## config.mk

```make
export PLATFORM = sky130hd
export DESIGN_NAME = rom_fetch
export DESIGN_NICKNAME = d
export VERILOG_FILES = /design/src/rtl/rom_fetch.sv
export SDC_FILE = /design/constraint.sdc
export NUM_CORES = 1
export LEC_CHECK = 0
export BUFFER_PORTS_ARGS = -buffer_cell sky130_fd_sc_hd__clkbuf_2
export CAP_MARGIN = 20
export CELL_PAD_IN_SITES_DETAIL_PLACEMENT = 2
export CELL_PAD_IN_SITES_GLOBAL_PLACEMENT = 2
export CORE_AREA = 4 4 86 88
export DETAILED_ROUTE_END_ITERATION = 12
export DIE_AREA = 0 0 90 92
export PLACE_DENSITY = 0.91
export SLEW_MARGIN = 5
export SYNTH_ARGS = -nofsm -noshare
export SYNTH_HDL_FRONTEND = slang
export SYNTH_SLANG_ARGS = --single-unit
```

## constraint.sdc

```tcl
create_clock -name clk_sys -period 2.5 [get_ports clk_sys]
set_input_delay 0.5 -clock clk_sys [delete_from_list [all_inputs] [get_ports clk_sys]]
set_output_delay 0.5 -clock clk_sys [all_outputs]
set_load 0.02 [all_outputs]
```

## src/rtl/rom_fetch.sv

```systemverilog
// rom_fetch: byte-wide CPU read port in front of a 16-bit word memory.
//
// A one-entry word cache (valid, tag, data) serves both bytes of the most
// recently fetched word without touching memory. A miss stalls the CPU and
// issues one level-signalled word request, which completes on a single-cycle
// mem_ack. While a ROM download is in progress the cache is invalidated every
// cycle and no new request is started.
//
// Ports:
//   clk_sys    in   system clock, rising edge
//   reset      in   synchronous, active-high reset
//   cpu_addr   in   CPU byte address [ADDR_W-1:0]
//   cpu_rd     in   CPU read request (level, held while stalled)
//   cpu_dout   out  read byte, combinational from cache and cpu_addr
//   cpu_wait   out  CPU stall; cpu_dout not valid while high
//   dl_active  in   ROM download in progress
//   mem_req    out  word-read request (level)
//   mem_addr   out  word address of the request [ADDR_W-2:0]
//   mem_ack    in   one-cycle completion pulse
//   mem_din    in   read word, valid in the mem_ack cycle
module rom_fetch #(
  parameter int ADDR_W = 15
) (
  input  logic              clk_sys,
  input  logic              reset,
  input  logic [ADDR_W-1:0] cpu_addr,
  input  logic              cpu_rd,
  output logic [7:0]        cpu_dout,
  output logic              cpu_wait,
  input  logic              dl_active,
  output logic              mem_req,
  output logic [ADDR_W-2:0] mem_addr,
  input  logic              mem_ack,
  input  logic [15:0]       mem_din
);

  typedef enum logic {IDLE, BUSY} state_t;

  state_t            state, state_nxt;
  logic              valid, valid_nxt;
  logic [ADDR_W-2:0] tag, tag_nxt;
  logic [15:0]       data, data_nxt;
  logic              req_nxt;
  logic [ADDR_W-2:0] addr_nxt;
  logic              hit;

  // Cache lookup and CPU-side outputs are purely combinational.
  assign hit      = valid & (tag == cpu_addr[ADDR_W-1:1]) & ~dl_active;
  assign cpu_wait = cpu_rd & ~hit;
  assign cpu_dout = cpu_addr[0] ? data[15:8] : data[7:0];

  always_comb begin
    state_nxt = state;
    req_nxt   = mem_req;
    addr_nxt  = mem_addr;
    tag_nxt   = tag;
    data_nxt  = data;
    // A download in progress kills the cached word every cycle.
    valid_nxt = valid & ~dl_active;
    case (state)
      IDLE: begin
        // mem_ack here is a stray pulse and is deliberately ignored.
        if (cpu_rd && !hit && !dl_active) begin
          state_nxt = BUSY;
          req_nxt   = 1'b1;
          addr_nxt  = cpu_addr[ADDR_W-1:1];
        end
      end
      BUSY: begin
        // The latched mem_addr is the fill target even if cpu_addr moved;
        // a download overlapping the fill leaves the entry invalid.
        if (mem_ack) begin
          data_nxt  = mem_din;
          tag_nxt   = mem_addr;
          valid_nxt = ~dl_active;
          req_nxt   = 1'b0;
          state_nxt = IDLE;
        end
      end
      default: begin
        state_nxt = IDLE;
        req_nxt   = 1'b0;
      end
    endcase
  end

  // Returning to IDLE with mem_req low guarantees at least one low cycle
  // between consecutive requests.
  always_ff @(posedge clk_sys) begin
    if (reset) begin
      state    <= IDLE;
      mem_req  <= 1'b0;
      mem_addr <= '0;
      valid    <= 1'b0;
      tag      <= '0;
      data     <= '0;
    end else begin
      state    <= state_nxt;
      mem_req  <= req_nxt;
      mem_addr <= addr_nxt;
      valid    <= valid_nxt;
      tag      <= tag_nxt;
      data     <= data_nxt;
    end
  end

endmodule

```

# Word level (Yosys, flattened, before mapping)
# Index checks and enable logic that the tools add are counted.
[op_classes]
n_reduce_logical = 7
n_bitwise = 7
n_eq_ne = 3
mux = 9
[ops]
columns = ["operator", "n"]
rows = [
  ["== test 14 bit", 1],
  ["2-to-1 mux 8 bit", 1],
  ["2-to-1 mux 1 bit", 6],
  ["AND reduction 2 bit", 3],
  ["bitwise AND 1 bit", 4],
  ["!= test 2 bit, second input constant", 2],
  ["one-hot mux 1 bit (2 select lines)", 2],
  ["inverter 1 bit", 3],
  ["logical AND 1 bit", 2],
  ["logical NOT 1 bit", 2],
]
[totals]
register_bits = 47

# Logic depth before layout (Yosys ltp)
# Gate-level depths: netlist of the first run.
[depth]
word_depth = 8
ltp_mapped = 6
mapped_depth_nobuf = 5

# Worst setup path before layout of the first run
# OpenSTA, ideal clock, no wires.
[synth_path]
path_type = "in2out"
start = "input cpu_addr[4]"
end = "output cpu_wait"
t_arrival_ps = 1339
path_slack_ps = 661
path_buffers = 0
t_required_ps = 2000
path_stages = 4
cell_sequence = "xor2_1 -> nor4_1 -> nand4_1 -> and2_2"
[synth_between]
elab_chain_len = 5
[synth_rtl]
columns = ["item", "line_no", "text"]
rows = [
  ["from (decl)", "26", "input logic [ADDR_W-1:0] cpu_addr,"],
  ["== test 14 bit", "48", "assign hit = valid & (tag == cpu_addr[ADDR_W-1:1]) & ~dl_active;"],
  ["bitwise AND 1 bit (2 in a row)", "48", ""],
  ["inverter 1 bit", "49", "assign cpu_wait = cpu_rd & ~hit;"],
  ["bitwise AND 1 bit", "49", ""],
  ["to (decl)", "29", "output logic cpu_wait,"],
]
# Every way passes these cells.

# Worst setup path after layout of the first run
[layout_path]
start = "register tag[13]"
end = "output cpu_wait"
[layout_between]
elab_chain_len = 5
[layout_rtl]
columns = ["item", "line_no", "text"]
rows = [
  ["from (decl)", "41", "logic [ADDR_W-2:0] tag, tag_nxt;"],
  ["from (signal assigned)", "102", "tag <= tag_nxt;"],
  ["== test 14 bit", "48", ""],
  ["bitwise AND 1 bit (2 in a row)", "48", ""],
  ["inverter 1 bit", "49", ""],
  ["bitwise AND 1 bit", "49", ""],
]
# Every way passes these cells.

==> metrics.md, run 1 <==
| Metric | Value |
|---|---|
| Run status | finished, final reports clean |
| Number of global-route vias before repair | 2024 |
| Iter 0 DRT Violations | 63 |
| Gate count of the mapped netlist | 233 |
| Simple-gate portion of the synthesized area | 0.245 |
| Max-slew violations | 0 |
| Area overhead of the layout relative to synthesis | 24.6% |
| Classification of the worst setup path | reg2out |
| Number of antenna violations at the first check in global routing | 0 |
| Fraction of layout cells with a size suffix above 1 | 0.277 |
| Critical path peak fanout | 2 |
| Slew @ Worst Pin | 0.741 ns |
| Synthesized-area fraction occupied by ao, oa, aoi and oai cells | 0.0793 |
| Number of max-capacitance violations reported | 0 |
| Setup skew after layout | 0.00921 ns |
| Clock insertion delay at the later pin of the skew report | 0.30 ns |
| Most numerous cell in the Yosys netlist | sky130_fd_sc_hd__nand2_1 |
| Starting density of the core | 0.304 |
| Number of diodes added for antenna fixing | 0 |
| Routed vias/inst | 4.75 |
| Area share of xor/xnor cells in the synthesized design | 0.0607 |
| Final core utilization | 0.379 |
| Critical Path Source Type | flop |
| Power per cell area | 644 nW/um^2 |
| Main area contributors after synthesis | sky130_fd_sc_hd__dfxtp_1, sky130_fd_sc_hd__nand2_1, sky130_fd_sc_hd__nand2b_1, sky130_fd_sc_hd__a21oi_1, sky130_fd_sc_hd__mux2i_1 |
| Flip-flop and latch count after synthesis | 47 |
| Number of hold buffers added after cts | 0 |
| Residual DRC | 0 |
| Io pins | 60 |
| Longest Clk Path Bufs | 2 |
| Slack of the worst reg-to-reg path | 0.60 ns |
| Global placer's final weighted congestion | 0.729 |
| Count of endpoints failing hold in the final timing report | 0 |
| Count of flip-flops with a built-in enable after synthesis | 0 |
| Iteration count of the initial detailed-routing pass | 4 |
| Height of the die | 92 um |
| Commonest register cell after synthesis | sky130_fd_sc_hd__dfxtp_1 |
| Wire length of the first global-routing pass | 9790 um |
| Core area | 6640 sq um |
| Normalized max-slew margin | 0.506 |
| Count of antenna-violating nets left after detailed routing | 0 |
| Sequential element share of the synthesized area | 0.466 |
| Sum of negative setup slack | 0 ns |
| Leakage power total | 1.11 nW |
| Achievable frequency | 419 MHz |
| Num CTS Buffers | 5 |
| Global-route congestion overflow total | 0 |
| List of most frequent post-synthesis cells | sky130_fd_sc_hd__nand2_1, sky130_fd_sc_hd__dfxtp_1, sky130_fd_sc_hd__a21oi_1 |
| Standard-cell rows | 30 |
| Unrepaired setup endpoints after global routing | no |
| Layout net count | 324 |
| Final setup fails | 0 |
| Class of the worst hold path | in2reg |
| Average wire per standard cell | 16.1 um |
| Syn Std Cell Area | 2020 sq um |
| Time the final worst path needs with I/O delays and setup | 2.39 ns |
| Synth Area in Adders | 0 |
| Unique cell type count in the Yosys netlist | 17 |
| Number of nets in the synthesized netlist | 269 |
| Sink count of the clock tree | 47 |
| TritonCTS clock tree | done |
| Yosys Warn Count | 0 |
| Portion of the clock cycle consumed by the worst path in the final layout | 0.955 |
| Port buffer count | 59 |
| Total wirelength of the detailed-routed design | 5930 um |
| Aggregate global-route resource usage | 0.146 |
| Multiplexer fraction of the synthesized cell area | 0.114 |
| HPWL after detailed placement | 4210 um |
| Proportion of netlist area held by the largest area contributor | 0.466 |
| Htree depth | 2 |
| Power Total | 1.62 mW |
| Share of synthesized flip-flops with an asynchronous set or reset | 0 |
| Die area | 8280 sq um |
| CTS Root Cell | sky130_fd_sc_hd__clkbuf_8 |
| Worst hold margin | 0.391 ns |
| Arrival @ worst endpoint | 1.89 ns |
| Quantity of gates resized following cts | 0 |
| Width of the chip | 90 um |
| Cell type contributing the most total cell area after synthesis | sky130_fd_sc_hd__dfxtp_1 |
| Average cell area after synthesis | 8.67 sq um |
| Crit path capture type | output port |
| Buffers inserted by post-CTS timing repair | 0 |
| Worst-path clk slew | 0.09 ns |
| Req. time, crit path | 2.00 ns |
| Largest family of logic cells by synthesized area | simple AND/OR/NAND/NOR gates |
| IR Drop Worst-Case VDD | 0.278 mV |
| Pin count of the biggest net entering global routing | 46 |
| DR vias | 1753 |
state kept, by name, indices dropped and copies added, names as in the netlist:
register  flops
data         16
state         1
mem_addr     14
tag          14
valid         1
mem_req       1
layer usage:
| layer | wire length, um | global-route usage | vias up | share of wire |
|---|---|---|---|---|
| met2 | 3270 | 0.289 | 28 | 0.55 |
| met3 | 158 | 0.0287 | 6 | 0.027 |
| met5 | 0 | 0 | - | 0 |
| met1 | 2430 | 0.155 | 858 | 0.41 |
| li1 | - | - | 861 | - |
| met4 | 70 | 0.0434 | 0 | 0.012 |
area by class of cell:
cell class	count	area [sq um]
clock buffer	6	72.6
clock inverter	2	60.1
sequential	47	941
timing repair buffer	63	338
fill	773	4130
tap	80	100
multi-input combinational	171	1010
layout by cell type (no fill, tap or decap):
cell / count
sky130_fd_sc_hd__dfxtp_1: 47
sky130_fd_sc_hd__mux2i_1: 14
sky130_fd_sc_hd__nor2_1: 2
sky130_fd_sc_hd__buf_4: 3
sky130_fd_sc_hd__bufinv_16: 2
sky130_fd_sc_hd__and2_2: 1
sky130_fd_sc_hd__clkbuf_8: 5
sky130_fd_sc_hd__a21oi_1: 32
sky130_fd_sc_hd__nand4_1: 1
sky130_fd_sc_hd__nand2b_1: 30
sky130_fd_sc_hd__clkbuf_1: 1
sky130_fd_sc_hd__nand2_1: 62
sky130_fd_sc_hd__xor2_1: 14
sky130_fd_sc_hd__nand3_4: 1
sky130_fd_sc_hd__nor4_1: 3
sky130_fd_sc_hd__nor3_1: 2
sky130_fd_sc_hd__clkbuf_2: 59
sky130_fd_sc_hd__and2_1: 1
sky130_fd_sc_hd__buf_12: 1
sky130_fd_sc_hd__mux2_2: 8
power by group:
part | switching [mW] | total [mW] | internal [mW]
Clock | 0.261 | 0.661 | 0.400
Combinational | 0.102 | 0.176 | 0.0737
Sequential | 0.0158 | 0.786 | 0.770
logic make-up after synthesis:
group,after synthesis
compound gates,32
xor+xnor,14
buf+inv,15
flops,47
mux,22
simple gates,103
worst paths after layout:
check,start,end,cells past startpoint
max,tag[13],cpu_wait,5
min reg2reg,data[15],data[15],2
max reg2reg,tag[13],mem_addr[2],5
min,dl_active,valid,2
stage by stage:
stage | cell area [sq um] | setup slack [ns] | instances
2_1_floorplan | 2020 | 0.661 | 233
3_3_place_gp | 2390 | 0.267 | 361
3_5_place_dp | 2390 | 0.148 | 361
4_1_cts | 2520 | 0.0828 | 369
5_1_grt | 2520 | 0.0265 | 369
6_report | 2520 | 0.111 | 369
worst max-delay path: stages, from the launching register on:
cell and delay (ns):
sky130_fd_sc_hd__dfxtp_1 0.34, sky130_fd_sc_hd__xor2_1 0.17, sky130_fd_sc_hd__nor4_1 0.43, sky130_fd_sc_hd__nand4_1 0.24, sky130_fd_sc_hd__and2_2 0.26, sky130_fd_sc_hd__clkbuf_2 0.16
Power figures use the tool's default switching activity.
==> run 2, diff against run 1 <==
- CORE_AREA: 4 4 86 88 -> 2 2 84 86
- DIE_AREA: 0 0 90 92 -> 0 0 86 88
==> run 2 against run 1 <==
Net effect: count of clock-buffer cells in the layout did not move; final area fell by 1.8%; worst setup slack improved by 0.0059 ns; sequential cell count did not move; via count fell by 0.29%; combinational power barely moved; critical path depth did not move; first-iteration DRC count rose by 9.5%; sequential share of layout area rose by 0.70 points; global-route usage rose by 1.7 points; sequential power barely moved; critical path type unchanged; critical endpoint unchanged; largest power group unchanged.
==> metrics.md, run 2 (synthesized netlist as in run 1, its figures left out) <==
| Metric | Value |
|---|---|
| Starting density of the core | 0.304 (unchanged) |
| Critical Path Source Type | flop |
| Average wire per standard cell | 15.9 um (-1.2%) |
| Portion of the clock cycle consumed by the worst path in the final layout | 0.953 (-0.00234) |
| Height of the die | 88 um (-4.3%) |
| Top Registers | data: 16 flops, mem_addr: 14 flops, tag: 14 flops |
| Sink count of the clock tree | 47 (unchanged) |
| Routed vias/inst | 4.74 (-0.29%) |
| IR Drop Worst-Case VDD | 0.224 mV (-19%) |
| Buffers inserted by post-CTS timing repair | 0 (unchanged) |
| Area overhead of the layout relative to synthesis | 22.4% |
| Global-route congestion overflow total | 0 (unchanged) |
| Commonest non-fill, non-tap cell in the layout | sky130_fd_sc_hd__nand2_1 |
| Iteration count of the initial detailed-routing pass | 4 (unchanged) |
| Wire length of the first global-routing pass | 9490 um (-3.1%) |
| Leakage power total | 1.09 nW (-1.8%) |
| Worst-path clk slew | 0.10 ns (about the same) |
| HPWL after detailed placement | 4290 um (+1.7%) |
| Setup skew after layout | 0.0112 ns (+0.00198 ns) |
| Port buffer count | 59 (unchanged) |
| Aggregate global-route resource usage | 0.163 (+0.0169) |
| Most frequent cells in the layout | sky130_fd_sc_hd__nand2_1, sky130_fd_sc_hd__clkbuf_2, sky130_fd_sc_hd__dfxtp_1 |
| Longest Clk Path Bufs | 2 (unchanged) |
| Width of the chip | 86 um (-4.4%) |
| Standard-cell rows | 30 (unchanged) |
| Worst hold margin | 0.388 ns (-0.00348 ns) |
| Number of antenna violations at the first check in global routing | 0 (unchanged) |
| Slew @ Worst Pin | 0.554 ns (-0.187 ns) |
| Number of diodes added for antenna fixing | 0 (unchanged) |
| Time the final worst path needs with I/O delays and setup | 2.38 ns (-0.00586 ns) |
| Crit path capture type | output port |
| Class of the worst hold path | in2reg |
| Count of antenna-violating nets left after detailed routing | 0 (unchanged) |
| TritonCTS clock tree | done |
| Normalized max-slew margin | 0.631 (+0.124) |
| Io pins | 60 (unchanged) |
| Unrepaired setup endpoints after global routing | no |
| Number of max-capacitance violations reported | 0 (unchanged) |
| Residual DRC | 0 (unchanged) |
| Achievable frequency | 420 MHz (+0.25%) |
| Total wirelength of the detailed-routed design | 5850 um (-1.2%) |
| Htree depth | 2 (unchanged) |
| DR vias | 1748 (-0.29%) |
| Register containing the most flip-flops in the final layout | data |
| Fraction of layout cells with a size suffix above 1 | 0.280 (+0.00346) |
| Final setup fails | 0 (unchanged) |
| Die area | 7570 sq um (-8.6%) |
| Num CTS Buffers | 5 (unchanged) |
| Iter 0 DRT Violations | 69 (+9.5%) |
| CTS Root Cell | sky130_fd_sc_hd__clkbuf_8 |
| Number of hold buffers added after cts | 0 (unchanged) |
| Layout net count | 324 (unchanged) |
| Power per cell area | 590 nW/um^2 (-8.5%) |
| Global placer's final weighted congestion | 0.707 (-3.0%) |
| Arrival @ worst endpoint | 1.88 ns (about the same) |
| Number of inserted filler cells in the final layout | 779 (+0.78%) |
| Final core utilization | 0.372 (-0.00697) |
| Max-slew violations | 0 (unchanged) |
| Run status | finished, final reports clean |
| Count of endpoints failing hold in the final timing report | 0 (unchanged) |
| Pin count of the biggest net entering global routing | 62 (+35%) |
| Core area | 6640 sq um (unchanged) |
| Sum of negative setup slack | 0 ns (unchanged) |
| Req. time, crit path | 2.00 ns (about the same) |
| Number of global-route vias before repair | 1916 (-5.3%) |
| Classification of the worst setup path | reg2out |
| Clock insertion delay at the later pin of the skew report | 0.31 ns (about the same) |
| Largest register FFs | 16 (unchanged) |
| Critical path peak fanout | 2 (unchanged) |
| Quantity of gates resized following cts | 0 (unchanged) |
==> run 2: layout make-up <==
class | instances | area (sq um) | share of cell area
clock inverters | 2 | 16.3 | 0.00658
multi-input cells | 171 | 1010 | 0.407
well taps | 80 | 100 | 0.0405
repair buffers | 63 | 325 | 0.132
clock buffers | 6 | 82.6 | 0.0334
flip-flops and latches | 47 | 941 | 0.381
==> run 2: worst paths after layout <==
path	from	end	slack, ns	cells after the start
hold / removal	dl_active	valid	0.39	2
hold reg to reg	data[15]	data[15]	0.46	2
setup / recovery	tag[11]	cpu_wait	0.12	5
setup reg to reg	tag[11]	mem_addr[3]	0.68	5
==> run 2: where the power goes <==
part / switching, mW / internal, mW / total (mW) / leakage [nW]
sequential: 0.0157 / 0.770 / 0.786 / 0.381
combinational: 0.102 / 0.0719 / 0.174 / 0.660
clock: 0.272 / 0.226 / 0.498 / 0.0474
total: 0.389 / 1.07 / 1.46 / 1.09
==> run 2: through the flow <==
step | cell area, sq um | power, mW | cells | setup WS (ns)
floorplan | 2020 | 0.905 | 233 | 0.661
global placement | 2370 | 0.972 | 361 | 0.236
detailed placement | 2370 | 0.980 | 361 | 0.184
CTS | 2470 | 1.49 | 369 | 0.0796
global route | 2470 | 1.53 | 369 | 0.0560
finish | 2470 | 1.46 | 369 | 0.117
==> run 2: metal layers <==
metal  track usage  share of wire
met2         0.307           0.56
met5             0              0
met4        0.0519          0.014
met3        0.0302          0.024
met1         0.185           0.41
==> run 2: critical path, stage by stage (launching register included) <==
cell                       delay [ns]
sky130_fd_sc_hd__dfxtp_1         0.34
sky130_fd_sc_hd__xor2_1          0.16
sky130_fd_sc_hd__nor4_1          0.41
sky130_fd_sc_hd__nand4_1         0.25
sky130_fd_sc_hd__and2_2          0.26
sky130_fd_sc_hd__clkbuf_2        0.15
